--- src/rtl/shifter_pkg.sv ---
// Shared FSM state type and default geometry for the serial and barrel shifters.
// Optional rotate support is enabled with the SHIFTER_SERIAL_ROTATE_EN macro.
package shifter_pkg;

    localparam int unsigned DEF_WIDTH   = 16;
    localparam int unsigned DEF_SHAMT_W = 4;

    typedef enum logic [1:0] {
        IDLE  = 2'd0,
        SHIFT = 2'd1,
        DONE  = 2'd2
    } state_e;

endpackage

--- src/rtl/shifter_serial_shift_step.sv ---
// Combinational single-bit left/right step with zero fill.
// SHIFTER_SERIAL_ROTATE_EN adds a rotate input that refills with the bit shifted out.
module shift_step #(
    parameter int unsigned WIDTH = shifter_pkg::DEF_WIDTH
) (
    input  logic [WIDTH-1:0] data_i,
`ifdef SHIFTER_SERIAL_ROTATE_EN
    input  logic             rotate_i,
`endif
    input  logic             left_i,
    output logic [WIDTH-1:0] data_o
);

    logic fill_left;
    logic fill_right;

`ifdef SHIFTER_SERIAL_ROTATE_EN
    assign fill_left  = rotate_i & data_i[WIDTH-1];
    assign fill_right = rotate_i & data_i[0];
`else
    assign fill_left  = 1'b0;
    assign fill_right = 1'b0;
`endif

    always_comb begin
        if (left_i) begin
            data_o = {data_i[WIDTH-2:0], fill_left};
        end else begin
            data_o = {fill_right, data_i[WIDTH-1:1]};
        end
    end

endmodule

--- src/rtl/shifter_serial.sv ---
// Serial shifter: one bit per cycle, done pulse after shamt+1 cycles.
// SHIFTER_SERIAL_ROTATE_EN adds the rotate input (latched together with start).
module shifter_serial
    import shifter_pkg::*;
#(
    parameter int unsigned WIDTH   = DEF_WIDTH,
    parameter int unsigned SHAMT_W = DEF_SHAMT_W
) (
    input  logic               clk,
    input  logic               rst_n,
    input  logic               start,
    input  logic               leftRight,
`ifdef SHIFTER_SERIAL_ROTATE_EN
    input  logic               rotate,
`endif
    input  logic [SHAMT_W-1:0] shamt,
    input  logic [WIDTH-1:0]   sftSrc,
    output logic [WIDTH-1:0]   result,
    output logic               busy,
    output logic               done
);

    state_e             state_q, state_d;
    logic [SHAMT_W-1:0] cnt_q, cnt_d;
    logic [WIDTH-1:0]   work_q, work_d;
    logic               left_q, left_d;
    logic [WIDTH-1:0]   step_out;
`ifdef SHIFTER_SERIAL_ROTATE_EN
    logic               rot_q, rot_d;
`endif

    shift_step #(
        .WIDTH (WIDTH)
    ) u_step (
        .data_i   (work_q),
`ifdef SHIFTER_SERIAL_ROTATE_EN
        .rotate_i (rot_q),
`endif
        .left_i   (left_q),
        .data_o   (step_out)
    );

    always_ff @(posedge clk or negedge rst_n) begin
        if (!rst_n) begin
            state_q <= IDLE;
            cnt_q   <= '0;
            work_q  <= '0;
            left_q  <= 1'b0;
`ifdef SHIFTER_SERIAL_ROTATE_EN
            rot_q   <= 1'b0;
`endif
        end else begin
            state_q <= state_d;
            cnt_q   <= cnt_d;
            work_q  <= work_d;
            left_q  <= left_d;
`ifdef SHIFTER_SERIAL_ROTATE_EN
            rot_q   <= rot_d;
`endif
        end
    end

    always_comb begin
        state_d = state_q;
        cnt_d   = cnt_q;
        work_d  = work_q;
        left_d  = left_q;
`ifdef SHIFTER_SERIAL_ROTATE_EN
        rot_d   = rot_q;
`endif
        unique case (state_q)
            IDLE: begin
                if (start) begin
                    work_d  = sftSrc;
                    cnt_d   = shamt;
                    left_d  = leftRight;
`ifdef SHIFTER_SERIAL_ROTATE_EN
                    rot_d   = rotate;
`endif
                    state_d = (shamt == '0) ? DONE : SHIFT;
                end
            end
            SHIFT: begin
                work_d = step_out;
                cnt_d  = cnt_q - 1'b1;
                // Leave on the step that takes the counter from 1 to 0.
                if (cnt_q == SHAMT_W'(1)) begin
                    state_d = DONE;
                end
            end
            DONE: begin
                state_d = IDLE;
            end
            default: begin
                state_d = IDLE;
            end
        endcase
    end

    assign result = work_q;
    assign busy   = (state_q != IDLE);
    assign done   = (state_q == DONE);

endmodule

--- config.mk ---
export PLATFORM = sky130hd
export DESIGN_NAME = shifter_serial
export DESIGN_NICKNAME = d
export VERILOG_FILES = /design/src/rtl/shifter_pkg.sv /design/src/rtl/shifter_serial_shift_step.sv /design/src/rtl/shifter_serial.sv
export SDC_FILE = /design/constraint.sdc
export NUM_CORES = 1
export LEC_CHECK = 0
export CAP_MARGIN = 20
export CORE_AREA = 2 2 58 60
export CTS_BUF_LIST = sky130_fd_sc_hd__clkbuf_4
export CTS_CLUSTER_SIZE = 25
export DETAILED_ROUTE_END_ITERATION = 10
export DIE_AREA = 0 0 60 62
export HOLD_SLACK_MARGIN = 0.08
export PLACE_DENSITY = 0.8
export SLEW_MARGIN = 20
export SYNTH_ARGS = -nofsm -noshare
export SYNTH_HDL_FRONTEND = slang
export SYNTH_SLANG_ARGS = --single-unit
--- constraint.sdc ---
create_clock -name clk -period 1.6 [get_ports clk]
set_clock_uncertainty 0.05 [all_clocks]
set_input_delay 0.32 -clock clk [delete_from_list [all_inputs] [get_ports clk]]
set_output_delay 0.32 -clock clk [all_outputs]
set_load 0.03 [all_outputs]
==> flow_summary_export.csv <==
group,metric,value,unit
critical_path,path_buf_inv,3,
run_status,status,"completed",
routing,drt_wl_total,3580,um
finish,layout_common_cells,"clkdlybuf4s50_1 (23), dfrtp_1 (21), nor2_1 (19), nand2_1 (17)",
sta,max_freq,650,MHz
finish,drive_above_1_share,0.217,
routing,viasPerCell,5.40,
power,powerDensity,2060,mW/mm2
placement,dp_hpwl,2630,um
finish,ff_latch_area,578,um2
global_route,first_global_vias,1312,
clock_network,cts_tree,"built",
critical_path,cp_max_fo,7,
power,ir_drop,0.788,mV
critical_path,cp_common_cell,"buf_6",
sta,period_needed,1.54,ns
routing,avgRoutedWirePerCell,14.4,um
clock_network,clock-sinks,23,
placement,io_buffers,41,
routing,highest_layer,"met4",
clock_network,clock_latency,0.31,ns
power,intPower,2150,uW
clock_network,htreeDepth,1,
sta,rsz0062_at_grt,"no",
critical_path,crit_required,1.23,ns
power,total_power,4130,uW
sta,hold_viol,0,
critical_path,crit_family,"flip-flops",
finish,antenna_cells,0,
power,pwr-share-clk,0.072,
power,switching_share,0.478,
die,core_area,0.00318,mm2
clock_network,cts_buffers,3,
global_route,grtUsageTotal,0.208,
sta,relSlewSlack,0.748,
critical_path,slowest_stage,"dfrtp_2",
global_route,grt-ovfl-total,0,
routing,met3_length,163,um
yosys,seq_area_frac_synth,0.393,
routing,drc,0,
critical_path,slowest_delay,0.45,ns
critical_path,critPathLaunchType,"register",
clock_network,cts_hold_buf,0,
placement,place_ws,-0.0446,ns
power,p_seq_frac,0.288,
routing,dr.first_iter.drc_count,51,
sta,setup_viol,0,
yosys,synth.avg_cell_area,9.50,um2
hold_path,hp-class,"input pin to async pin",
global_route,grt_max_degree,27,
finish,synthToLayoutAreaGrowth,37.0,%
die,die_w,60,um
routing,drt-pass1-iter-count,4,
clock_network,root_buffer,"clkbuf_4",
critical_path,critPathKind,"register to primary output",
routing,ant_nets,0,
power,p_comb_frac,0.640,
die,dieHeight,62,um
job,maxCapViolations,0,
routing,wl_met2,1750,um
routing,dr_total_vias,1345,
critical_path,worstSetupEndpointType,"primary output",
critical_path,path_cells,"buf_6 -> inv_6 -> nand2_1 -> buf_6",
clock_network,max-clock-path-buffers,2,
yosys,synth_area,0.00146,mm2
yosys,synth.net_count,180,
routing,wl_met1,1610,um
yosys,yosys_warnings,0,
die,io_pins,42,
power,power.leakage,0.000837,uW
sta,tightestPinTransition,0.375,ns
finish,fin_nets,230,
finish,final_common_cell,"clkdlybuf4s50_1",
clock_network,path_clk_slew,0.13,ns
finish,fillCellCount,289,
sta,slew_violations,0,
sta,finalCritPeriodShare,0.961,
die,die_area,0.00372,mm2
die,initial_core_util,0.460,
yosys,synth.distinct_cells,35,
global_route,grt_pass1_wl,5840,um
critical_path,worstPathArrival,1.17,ns
finish,multi_input_area,790,um2
placement,globalplace.congestion,0.878,
global_route,antenna_found_initial,0,
yosys,synth_seq_cells,23,
sta,whs,0.296,ns
yosys,synth_cells,154,
die,placementRows,21,
power,power_switching,1970,uW
sta,setup_slack,0.0618,ns
[power by group through the flow]
stage / combinational (uW) / sequential [uW] / clock, uW
global placement: 2620 / 1210 / 0
global route: 2880 / 1240 / 325
CTS: 2630 / 1180 / 301
floorplan: 1520 / 1540 / 0
finish: 2640 / 1190 / 297
detailed placement: 2720 / 1220 / 0
[logic make-up (layout without fill, tap and decap cells)]
family,count (synthesis),count (layout),synth area share
and+or+nand+nor,66,66,0.228
AOI/OAI and AO/OA,46,46,0.287
DFF,23,23,0.393
buffers and inverters,16,65,0.0667
adders and majority gates,2,2,0.0171
muxes,1,1,0.00770
[registers in the layout, indices dropped and copies added (netlist names)]
name / cells
cnt_q: 4
left_q: 1
result: 16
state_q: 2
[per-stage QoR]
step / area [um2] / utilization / instances / TNS (ns)
5_1_grt: 2000 / 0.630 / 249 / 0
6_report: 2000 / 0.630 / 249 / 0
3_3_place_gp: 1960 / 0.617 / 243 / 0
4_1_cts: 1990 / 0.626 / 249 / 0
3_5_place_dp: 1960 / 0.617 / 243 / -0.163
2_1_floorplan: 1460 / - / 154 / 0
[cell usage after synthesis]
cell type / n / area share
or4b_1: 1 / 0.0068
ha_1: 2 / 0.017
a211oi_2: 7 / 0.060
buf_4: 2 / 0.010
o311ai_1: 1 / 0.0060
a22oi_1: 1 / 0.0051
nor2b_1: 16 / 0.068
a211oi_1: 7 / 0.036
nor2_1: 19 / 0.049
nand4b_1: 1 / 0.0060
nand2b_1: 4 / 0.017
dfrtp_1: 23 / 0.39
buf_2: 6 / 0.021
nor4bb_1: 1 / 0.0068
o211ai_1: 1 / 0.0051
and3_1: 1 / 0.0043
o31ai_2: 10 / 0.086
o22ai_1: 3 / 0.013
nor4_1: 1 / 0.0043
inv_1: 2 / 0.0051
o21ai_1: 2 / 0.0068
buf_1: 1 / 0.0026
o31ai_1: 4 / 0.021
buf_6: 3 / 0.023
nor3_1: 3 / 0.010
and4b_1: 1 / 0.0068
a21boi_1: 1 / 0.0051
nand2_1: 17 / 0.044
a32oi_1: 1 / 0.0060
o21bai_4: 1 / 0.013
mux2_1: 1 / 0.0077
a21oi_1: 6 / 0.021
or3_1: 1 / 0.0043
inv_2: 2 / 0.0051
a21o_1: 1 / 0.0051
[layout make-up]
cell class	instances	share of cell area
clock buffers	4	0.0150
inverters	4	0.00999
multi-input cells	115	0.394
flip-flops and latches	23	0.288
well taps	46	0.0287
repair buffers	57	0.264
[worst paths after layout]
path,from,endpoint,slack [ns],cells after the start
min in group clk,result[15]$_DFFE_PN0P_,result[15]$_DFFE_PN0P_,0.50,2
max in group asynchronous,rst_n,state_q[0]$_DFFE_PN0P_,0.94,2
worst min-delay path,rst_n,result[7]$_DFFE_PN0P_,0.30,2
worst max-delay path,state_q[0]$_DFFE_PN0P_,busy,0.06,4
worst min register to register,result[15]$_DFFE_PN0P_,result[15]$_DFFE_PN0P_,0.50,2
worst max register to register,state_q[1]$_DFFE_PN0P_,result[9]$_DFFE_PN0P_,0.09,5
[metal layers]
metal,GRT usage,vias to the layer above
met2,0.366,39
met1,0.263,646
met4,0.0730,0
met5,0,-
li1,-,653
met3,0.0269,7
[timing repair]
item	in CTS	in global routing
endpoints found under the setup margin	18	1
resized for setup	19	4
buffers inserted	2	0
Note: power is estimated with default switching activity, not from simulation.
